**src/rtl/ramped_amplitude_scaler_pkg.sv**
```systemverilog
// Shared constants, FSM state encoding and channel-slice macro for the
// ramped amplitude scaler.
`ifndef RAMPED_AMPLITUDE_SCALER_PKG_SV
`define RAMPED_AMPLITUDE_SCALER_PKG_SV

// Bit range of channel k in a vector packed with w bits per channel.
`define RAS_CH_SLICE(k, w) (k)*(w) +: (w)

package ramped_amplitude_scaler_pkg;

    typedef enum logic [1:0] {
        ST_IDLE    = 2'd0,
        ST_SCALE   = 2'd1,
        ST_PUBLISH = 2'd2
    } ras_state_e;

    // Offset-binary code for silence.
    function automatic int unsigned midpoint_code(input int unsigned data_bits);
        return 32'd1 << (data_bits - 1);
    endfunction

    // Effective gain applied when the amplitude is all-ones and unity mapping is enabled.
    function automatic int unsigned unity_gain(input int unsigned amplitude_bits);
        return 32'd1 << amplitude_bits;
    endfunction

endpackage

`endif

```
**src/rtl/ramped_amplitude_scaler_amp_ramp_step.sv**
```systemverilog
// Combinational ramp limiter: moves an applied amplitude toward its target by at
// most RAMP_STEP, never overshooting and never wrapping.
module amp_ramp_step #(
    parameter int AMPLITUDE_BITS = 8,
    parameter int RAMP_STEP      = 4
) (
    input  logic [AMPLITUDE_BITS-1:0] applied,
    input  logic [AMPLITUDE_BITS-1:0] target,
    output logic [AMPLITUDE_BITS-1:0] next_applied
);

    localparam int AMP_MAX = (1 << AMPLITUDE_BITS) - 1;
    // A step wider than the full amplitude range behaves the same as the range itself.
    localparam logic [AMPLITUDE_BITS-1:0] STEP =
        AMPLITUDE_BITS'((RAMP_STEP > AMP_MAX) ? AMP_MAX : RAMP_STEP);

    logic                      rising;
    logic [AMPLITUDE_BITS-1:0] diff;

    always_comb begin
        rising = target > applied;
        diff   = rising ? (target - applied) : (applied - target);
        if (RAMP_STEP == 0 || diff <= STEP) begin
            next_applied = target;
        end else if (rising) begin
            next_applied = applied + STEP;
        end else begin
            next_applied = applied - STEP;
        end
    end

endmodule

```
**src/rtl/ramped_amplitude_scaler.sv**
```systemverilog
// Multi-channel offset-binary amplitude scaler with one shared multiplier and
// per-channel zipper-free amplitude ramping.
module ramped_amplitude_scaler
    import ramped_amplitude_scaler_pkg::*;
#(
    parameter int DATA_BITS      = 12,
    parameter int AMPLITUDE_BITS = 8,
    parameter int NUM_CHANNELS   = 4,
    parameter int RAMP_STEP      = 4,
    parameter int UNITY_AT_MAX   = 1
) (
    input  logic                                   clk,
    input  logic                                   rst_n,
    input  logic                                   sample_tick,
    input  logic [NUM_CHANNELS*DATA_BITS-1:0]      din,
    input  logic [NUM_CHANNELS*AMPLITUDE_BITS-1:0] amplitude,
    output logic [NUM_CHANNELS*DATA_BITS-1:0]      dout,
    output logic                                   dout_valid,
    output logic                                   busy,
    output logic                                   overrun,
    input  logic                                   clear_overrun
);

    localparam int CH_W   = (NUM_CHANNELS > 1) ? $clog2(NUM_CHANNELS) : 1;
    localparam int PROD_W = DATA_BITS + AMPLITUDE_BITS + 2;
    localparam logic [DATA_BITS-1:0]      MID     = DATA_BITS'(midpoint_code(DATA_BITS));
    localparam logic [AMPLITUDE_BITS:0]   UNITY   = (AMPLITUDE_BITS+1)'(unity_gain(AMPLITUDE_BITS));
    localparam logic [CH_W-1:0]           LAST_CH = CH_W'(NUM_CHANNELS - 1);

    ras_state_e state, state_nxt;
    logic [CH_W-1:0] ch;
    logic load_snap, do_scale, do_publish;

    logic [DATA_BITS-1:0]      din_p0    [NUM_CHANNELS];
    logic [AMPLITUDE_BITS-1:0] tgt_p0    [NUM_CHANNELS];
    logic [AMPLITUDE_BITS-1:0] applied   [NUM_CHANNELS];
    logic [DATA_BITS-1:0]      result_p1 [NUM_CHANNELS];

    logic [DATA_BITS-1:0]      cur_din;
    logic [AMPLITUDE_BITS-1:0] cur_tgt, cur_app, app_nxt;
    logic [AMPLITUDE_BITS:0]   a_eff;
    logic signed [PROD_W-1:0]  sample_x, gain_x, product;
    logic [DATA_BITS-1:0]      scaled;

    function automatic logic signed [DATA_BITS-1:0] to_signed_sample(
        input logic [DATA_BITS-1:0] ob
    );
        return {~ob[DATA_BITS-1], ob[DATA_BITS-2:0]};
    endfunction

    // Floor division by 2^AMPLITUDE_BITS; the result always fits the sample range.
    function automatic logic [DATA_BITS-1:0] floor_to_offset(
        input logic signed [PROD_W-1:0] p
    );
        logic signed [PROD_W-1:0] r;
        r = p >>> AMPLITUDE_BITS;
        return {~r[DATA_BITS-1], r[DATA_BITS-2:0]};
    endfunction

    always_ff @(posedge clk or negedge rst_n) begin
        if (!rst_n) begin
            state <= ST_IDLE;
        end else begin
            state <= state_nxt;
        end
    end

    always_comb begin
        state_nxt = state;
        case (state)
            ST_IDLE:    if (sample_tick) state_nxt = ST_SCALE;
            ST_SCALE:   if (ch == LAST_CH) state_nxt = ST_PUBLISH;
            ST_PUBLISH: state_nxt = ST_IDLE;
            default:    state_nxt = ST_IDLE;
        endcase
    end

    always_comb begin
        busy       = 1'b0;
        load_snap  = 1'b0;
        do_scale   = 1'b0;
        do_publish = 1'b0;
        case (state)
            ST_IDLE:    load_snap = sample_tick;
            ST_SCALE: begin
                busy     = 1'b1;
                do_scale = 1'b1;
            end
            ST_PUBLISH: begin
                busy       = 1'b1;
                do_publish = 1'b1;
            end
            default: ;
        endcase
    end

    always_ff @(posedge clk or negedge rst_n) begin
        if (!rst_n) begin
            ch <= '0;
        end else if (load_snap) begin
            ch <= '0;
        end else if (do_scale) begin
            ch <= ch + CH_W'(1);
        end
    end

    // Stage p0: frame snapshot, isolated from input changes between ticks.
    always_ff @(posedge clk) begin
        if (load_snap) begin
            for (int k = 0; k < NUM_CHANNELS; k++) begin
                din_p0[k] <= din[`RAS_CH_SLICE(k, DATA_BITS)];
                tgt_p0[k] <= amplitude[`RAS_CH_SLICE(k, AMPLITUDE_BITS)];
            end
        end
    end

    always_comb begin
        cur_din  = din_p0[ch];
        cur_tgt  = tgt_p0[ch];
        cur_app  = applied[ch];
        a_eff    = (UNITY_AT_MAX != 0 && (&cur_app)) ? UNITY : {1'b0, cur_app};
        sample_x = PROD_W'(to_signed_sample(cur_din));
        gain_x   = PROD_W'(a_eff);
        product  = sample_x * gain_x;
        scaled   = floor_to_offset(product);
    end

    amp_ramp_step #(
        .AMPLITUDE_BITS(AMPLITUDE_BITS),
        .RAMP_STEP     (RAMP_STEP)
    ) u_ramp (
        .applied     (cur_app),
        .target      (cur_tgt),
        .next_applied(app_nxt)
    );

    // Stage p1: per-channel scaled result and ramped amplitude, one channel per cycle.
    always_ff @(posedge clk) begin
        if (do_scale) begin
            result_p1[ch] <= scaled;
        end
    end

    always_ff @(posedge clk or negedge rst_n) begin
        if (!rst_n) begin
            for (int k = 0; k < NUM_CHANNELS; k++) begin
                applied[k] <= '0;
            end
        end else if (do_scale) begin
            applied[ch] <= app_nxt;
        end
    end

    // Stage p2: publish the whole frame at once.
    always_ff @(posedge clk or negedge rst_n) begin
        if (!rst_n) begin
            for (int k = 0; k < NUM_CHANNELS; k++) begin
                dout[`RAS_CH_SLICE(k, DATA_BITS)] <= MID;
            end
            dout_valid <= 1'b0;
        end else begin
            if (do_publish) begin
                for (int k = 0; k < NUM_CHANNELS; k++) begin
                    dout[`RAS_CH_SLICE(k, DATA_BITS)] <= result_p1[k];
                end
            end
            dout_valid <= do_publish;
        end
    end

    // A tick during a frame takes priority over a clear in the same cycle.
    always_ff @(posedge clk or negedge rst_n) begin
        if (!rst_n) begin
            overrun <= 1'b0;
        end else if (sample_tick && busy) begin
            overrun <= 1'b1;
        end else if (clear_overrun) begin
            overrun <= 1'b0;
        end
    end

endmodule

```
**config.mk**
```make
export PLATFORM = sky130hd
export DESIGN_NAME = ramped_amplitude_scaler
export DESIGN_NICKNAME = d
export VERILOG_FILES = /design/src/rtl/ramped_amplitude_scaler_pkg.sv /design/src/rtl/ramped_amplitude_scaler_amp_ramp_step.sv /design/src/rtl/ramped_amplitude_scaler.sv
export SDC_FILE = /design/constraint.sdc
export NUM_CORES = 1
export LEC_CHECK = 0
export ABC_AREA = 1
export CORE_MARGIN = 2
export CORE_UTILIZATION = 55
export CTS_CLUSTER_SIZE = 16
export DETAILED_ROUTE_END_ITERATION = 8
export HOLD_SLACK_MARGIN = 0.12
export PLACE_DENSITY_LB_ADDON = 0.15
export SKIP_LAST_GASP = 1
export SLEW_MARGIN = 25
export SYNTH_ARGS = -nofsm -noshare
export SYNTH_HDL_FRONTEND = slang
export SYNTH_SLANG_ARGS = --single-unit
```
**constraint.sdc**
```tcl
create_clock -name clk -period 10.39 [get_ports clk]
set_clock_uncertainty 0.2 [all_clocks]
set_input_delay 1.039 -clock clk [delete_from_list [all_inputs] [get_ports clk]]
set_output_delay 1.039 -clock clk [all_outputs]
set_load 0.01 [all_outputs]
```
==> reports/metrics.yaml, run 1 <==
sta:
  post-route-period-util: 0.7328
  summed_negative_setup_slack_over_all_endpoints_ns: 0
  unrepaired_setup_endpoints_after_global_routing: "no"
  finalSetupViolations: 0
  timing.final.crit_period_ns: 7.614
  report.final.hold_viol_count: 0
  max_slew_margin: 0.3536
  timing.final.max_slew_violations: 0
  max_freq_mhz: 131.3
  timing.final.ws_setup_ns: 2.776
  worst-slew-pin-transition_ns: 0.9636
logic_synthesis:
  ys_types: 44
  dominantRegCellSynth: "edfxtp_1"
  synth_seq_area_share: 0.4605
  ys_top_cells_by_count: "nand2_1 (232), inv_1 (205), edfxtp_1 (128)"
  post_synth_xor_area_fraction: 0.02218
  synth_compound_gate_area_share: 0.05953
  synth_fa_ha_area_frac: 0.2030
  synth_top_family_by_area: "adder cells"
  synth_area_um2: 13030
  synth_top_cell_by_area: "edfxtp_1"
  netlist.area_leader.share: 0.2950
  mappedNetlistNets: 1505
  synth.most_common_cell: "nand2_1"
  average_cell_area_after_synthesis_um2: 10.32
  yosys_warnings: 0
  fraction_of_the_mapped_netlist_area_in_simple_logic_gates: 0.1414
  post_synth_edffs: 128
  yosys-mux-area-fraction: 0.04148
  synthCells: 1263
  postSynth.asyncResetShare: 0.4019
  synth.ff_latch_count: 214
  ys_top_cells_by_area: "edfxtp_1 (29%), dfrtp_1 (16%), fa_1 (14%), nand2_1 (6.7%), ha_1 (6.6%)"
global_route:
  number_of_antenna_violations_at_the_first_check_in_global_routing: 0
  track_usage: 0.2382
  grt.overflow.total: 0
  largest_net_degree_at_the_start_of_global_routing: 81
  via_count_of_the_first_global_routing_pass: 8970
  grt_pass1_wl_um: 46370
placement:
  hpwlAfterDp_um: 21720
  post-place-ws_ns: 2.798
  post_dp_area_um2: 14660
  routabilityCongestion: 0.9438
  port_buffers: 134
clocking:
  cts_tree: "done"
  tritoncts.num_buffers: 23
  number_of_levels_in_the_clock_h_tree: 1
  insertion_delay_ns: 0.53
  post_cts.resized_instances: 0
  max-clock-path-buffers: 3
  path_clk_slew_ns: 0.06
  cts_hold_repair.buffers: 0
  post_cts.repair.setup_buffers: 0
  cts.root.buffer_cell: "clkbuf_16"
  cts_sinks: 214
setup_path:
  r2r_end: "result_p1[3][11]$_DFFE_PP_"
  crit_path_frequent_cell: "inv_1"
  cp_data_required_time_ns: 10.51
  buf_inv_stages_crit_path: 10
  path_class: "flop to flop"
  ff2ff_setup_slack_ns: 2.78
  worstReg2RegStart: "ch[1]$_DFFE_PN0P_"
  timing.critical_path.to_type: "flop"
  crit_arrival_ns: 7.73
  r2r.worst_path.cells: 28
  worst_setup_path_start_kind: "flop"
  critical-path-slowest-cell: "dfrtp_1"
  slowest_delay_ns: 0.71
  worst-path-max-fanout: 16
  critPathTopFamily: "adder cells"
route:
  drt_wl_total_um: 28500
  drt-pass1-iter-count: 5
  drtIter0Drc: 558
  via_count: 9049
  vias_per_cell: 5.234
  post_drt_wl_per_cell_um: 16.48
  drt_drc_violations_left: 0
  detail-route-antenna-nets: 0
final_layout:
  insertedDiodeCount: 0
  finalInstanceArea_um2: 15400
  multi_input_area_um2: 6096
  final_net_count: 1635
  fillCellCount: 1884
  drive_above_1_share: 0.09787
  final_core_util: 0.6602
  final-seq-area_um2: 6002
  synthToLayoutAreaGrowth_pct: 18.20
run:
  maxCapViolCount: 0
die:
  core_area_um2: 23330
  die_area_um2: 24940
  floorplan.initialDensity: 0.5585
  row_count: 56
  dieHeight_um: 157.9
  die_w_um: 157.9
  design.portCount: 135
min_path:
  hold_path.class: "input port to async pin"
status:
  status: "completed"
state kept, by name, summed over array words and instances, names as in the netlist:
register,flops
applied,32
ch,2
din_p0,48
dout,48
dout_valid,1
overrun,1
result_p1,48
state,2
tgt_p0,32
stage by stage:
stage / std cells / hold slack (ns)
floorplan: 1263 / 0.2489
global placement: 1687 / 0.2564
detailed placement: 1687 / 0.2641
CTS: 1729 / 0.1387
global route: 1729 / 0.1496
finish: 1729 / 0.1516
layout by cell type (no fill, tap or decap), drive strengths merged, types with 2 or more instances in the layout:
cell / count
nand2: 235
inv: 207
clkdlybuf4s50: 133
edfxtp: 128
nor2: 96
fa: 89
dfrtp: 82
ha: 69
nand3: 61
o21ai: 58
mux2: 48
a21oi: 40
or2: 29
clkbuf: 25
xor2: 22
a32oi: 16
clkinv: 15
xnor2: 11
nor3: 6
buf: 6
dfstp: 4
nand4: 3
o21a: 3
o21bai: 3
clkinvlp: 3
and2: 2
o211ai: 2
a21o: 2
o22ai: 2
a31oi: 2
bufinv: 2
cells by family after synthesis:
| logic type | count (synthesis) |
|---|---|
| flip-flops | 214 |
| AND/OR/NAND/NOR | 433 |
| XOR/XNOR | 33 |
| AO/OA/AOI/OAI | 133 |
| adder cells (fa/ha/maj) | 158 |
| buffers and inverters | 244 |
| multiplexers | 48 |
final cells by class:
type,instances,area share
clock inverter,17,0.01007
multi-input combinational,805,0.3957
timing repair buffer,139,0.08959
tap,319,0.02591
clock buffer,25,0.03785
inverter,210,0.05117
sequential,214,0.3897
how the worst max path moves through the flow:
stage / start / end / slack (ns) / cells after the start
2_1_floorplan: ch[0]$_DFFE_PN0P_ / result_p1[0][11]$_DFFE_PP_ / 4.22 / 30
3_3_place_gp: ch[0]$_DFFE_PN0P_ / result_p1[1][11]$_DFFE_PP_ / 3.02 / 25
3_5_place_dp: ch[0]$_DFFE_PN0P_ / result_p1[2][11]$_DFFE_PP_ / 2.80 / 29
4_1_cts: ch[0]$_DFFE_PN0P_ / result_p1[3][11]$_DFFE_PP_ / 2.78 / 29
5_1_grt: ch[0]$_DFFE_PN0P_ / result_p1[3][11]$_DFFE_PP_ / 2.14 / 29
6_report: ch[1]$_DFFE_PN0P_ / result_p1[3][11]$_DFFE_PP_ / 2.78 / 28
metal layers:
layer	global-route usage	up-vias	part of all wire
met4	0.06710	0	0.027
li1	-	4350	-
met3	0.03394	48	0.055
met2	0.3913	293	0.47
met1	0.3335	4358	0.45
met5	0	-	0
Power of run 1 is not shown: default switching activity piles up to over one toggle a cycle in this logic, so the estimate is an artifact.
==> run 2: changes to the inputs <==
--- a/config.mk
+++ b/config.mk
@@ -7,7 +7,7 @@
 export LEC_CHECK = 0
 export ABC_AREA = 1
 export CORE_MARGIN = 2
-export CORE_UTILIZATION = 55
+export CORE_UTILIZATION = 52
 export CTS_CLUSTER_SIZE = 16
 export DETAILED_ROUTE_END_ITERATION = 8
 export HOLD_SLACK_MARGIN = 0.12
==> constraint.sdc (replaced) <==
create_clock -name clk -period 6.5 [get_ports clk]
set_clock_uncertainty 0.2 [all_clocks]
set_input_delay 0.65 -clock clk [delete_from_list [all_inputs] [get_ports clk]]
set_output_delay 0.65 -clock clk [all_outputs]
set_load 0.01 [all_outputs]
==> reports/metrics.yaml, run 2 (same netlist as run 1, synthesis figures left out) <==
global_route:
  grt_pass1_wl_um: 47670  # +2.8%
  number_of_antenna_violations_at_the_first_check_in_global_routing: 0  # unchanged
  largest_net_degree_at_the_start_of_global_routing: 81  # unchanged
  grt.overflow.total: 0  # unchanged
  via_count_of_the_first_global_routing_pass: 9533  # +6.3%
  track_usage: 0.2269  # -0.01130
die:
  die_w_um: 162.3  # +2.8%
  floorplan.initialDensity: 0.5327  # -0.02580
  die_area_um2: 26340  # +5.6%
  design.portCount: 135  # unchanged
  row_count: 57  # +1.8%
  core_area_um2: 24460  # +4.8%
  dieHeight_um: 162.3  # +2.8%
sta:
  final.hold.worst_slack_ns: 0.2763  # +0.1247 ns
  max_freq_mhz: 159.9  # +22%
  unrepaired_setup_endpoints_after_global_routing: "yes"
  timing.final.ws_setup_ns: 0.2451  # -2.531 ns
  timing.final.crit_period_ns: 6.255  # -1.359 ns
  timing.final.max_slew_violations: 0  # unchanged
  worst-slew-pin-transition_ns: 0.9957  # +0.03207 ns
  finalSetupViolations: 0  # unchanged
  max_slew_margin: 0.3321  # -0.02151
  report.final.hold_viol_count: 0  # unchanged
  post-route-period-util: 0.9623  # +0.2295
clocking:
  max-clock-path-buffers: 3  # unchanged
  cts_sinks: 214  # unchanged
  cts.root.buffer_cell: "clkbuf_16"
  cts_tree: "done"
  tritoncts.num_buffers: 23  # unchanged
  insertion_delay_ns: 0.52  # about the same
  path_clk_slew_ns: 0.06  # about the same
  number_of_levels_in_the_clock_h_tree: 1  # unchanged
setup_path:
  path_class: "flop to flop"
  worst-path-max-fanout: 20  # +4
  buf_inv_stages_crit_path: 6  # -4
  crit_arrival_ns: 6.31  # -1.42 ns
  timing.critical_path.to_type: "flop"
  slowest_delay_ns: 0.54  # -0.17 ns
  cp_data_required_time_ns: 6.56  # -3.95 ns
  critPathTopFamily: "adder cells"
  worst_setup_path_start_kind: "flop"
  critical-path-slowest-cell: "fa_1"
  critical_path.cell_chain: "buf_12 -> clkbuf_16 -> or2_2 -> a32oi_1 -> inv_1 -> nand2_1 -> fa_1 -> inv_1 -> fa_1 -> fa_1 -> fa_1 -> inv_1 -> fa_1 -> inv_1 -> ha_1 -> nand2_1 -> o21ai_0 -> a21oi_1 -> nand2_1 -> nand2_1 -> nand3_1 -> nand2_1"
min_path:
  hold_path.class: "flop to flop"
route:
  drtIter0Drc: 622  # +11%
  detail-route-antenna-nets: 0  # unchanged
  drt-pass1-iter-count: 7  # +2
  post_drt_wl_per_cell_um: 16.35  # -0.77%
  drt_drc_violations_left: 0  # unchanged
  vias_per_cell: 5.202  # -0.60%
  drt_wl_total_um: 28910  # +1.5%
  via_count: 9198  # +1.6%
placement:
  hpwlAfterDp_um: 21730  # about the same
  placed_cells_incl_taps: 1723  # +2.1%
  routabilityCongestion: 0.9763  # +3.4%
  post-place-ws_ns: 0.1054  # -2.693 ns
  port_buffers: 134  # unchanged
  post_dp_area_um2: 14920  # +1.8%
status:
  status: "completed"
run:
  maxCapViolCount: 0  # unchanged
final_layout:
  finalInstanceArea_um2: 15810  # +2.6%
  biggestRegsByFlops: "din_p0 x48, dout x48, result_p1 x48"
  final_net_count: 1670  # +2.1%
  layout_commonest_cell: "nand2_1"
  insertedDiodeCount: 0  # unchanged
  commonest_non_fill_non_tap_cells_in_the_layout: "nand2_1 (228), inv_1 (197), clkdlybuf4s50_1 (133), edfxtp_1 (128)"
  synthToLayoutAreaGrowth_pct: 21.33
  drive_above_1_share: 0.1364  # +0.03855
  finalNonFillerCells: 1768  # +2.3%
[run 2: path summary, 6_finish.rpt]
kind / from / endpoint / slack (ns) / cells after the start
max: ch[0]$_DFFE_PN0P_ / result_p1[2][10]$_DFFE_PP_ / 0.25 / 22
min: result_p1[1][7]$_DFFE_PP_ / dout[19]$_DFFE_PN0P_ / 0.28 / 1
max reg2reg: ch[0]$_DFFE_PN0P_ / result_p1[2][10]$_DFFE_PP_ / 0.25 / 22
min reg2reg: result_p1[1][7]$_DFFE_PP_ / dout[19]$_DFFE_PN0P_ / 0.28 / 1
max in group asynchronous: rst_n / ch[0]$_DFFE_PN0P_ / 4.82 / 3
min in group asynchronous: rst_n / applied[8]$_DFFE_PN0P_ / 0.30 / 2
[run 2: worst reg2reg max path, stage by stage, from the launching register on]
cell	delay (ns)
dfrtp_2	0.46
buf_12	0.15
clkbuf_16	0.17
or2_2	0.30
a32oi_1	0.45
inv_1	0.19
nand2_1	0.13
fa_1	0.41
inv_1	0.09
fa_1	0.46
fa_1	0.48
fa_1	0.54
inv_1	0.05
fa_1	0.53
inv_1	0.04
ha_1	0.36
nand2_1	0.16
o21ai_0	0.28
a21oi_1	0.11
nand2_1	0.16
nand2_1	0.10
nand3_1	0.08
nand2_1	0.11
[run 2: through the flow]
stage,utilization,TNS [ns]
final,0.6464,0
after global routing,0.6464,-0.05630
after CTS,0.6402,0
after detailed placement,0.6100,0
after global placement,0.6096,0
after floorplan,-,0
[run 2: cell type report]
| type | instances | area [um^2] |
|---|---|---|
| clock inverter | 15 | 141.4 |
| multi-input combinational | 805 | 6187 |
| inverter | 210 | 794.5 |
| sequential | 214 | 6003 |
| timing repair inverter | 1 | 5.005 |
| tap | 324 | 405.4 |
| fill | 1975 | 8651 |
| timing repair buffer | 173 | 1688 |
| clock buffer | 26 | 586.8 |
[run 2: repair_timing]
| item | in CTS | in global routing |
|---|---|---|
| gates resized for setup | 0 | 30 |
| endpoints found under the setup margin | 0 | 32 |
| endpoints found under the hold margin | 7 | 0 |
| setup buffers | 0 | 1 |
| hold buffers | 1 | 0 |
[run 2: routing by layer]
layer,part of all wire,up-vias,GRT usage
met1,0.46,4448,0.3162
met4,0.028,0,0.06718
met5,0,-,0
li1,-,4410,-
met3,0.052,54,0.03243
met2,0.46,286,0.3735
Power of run 2 is left out for the same reason.
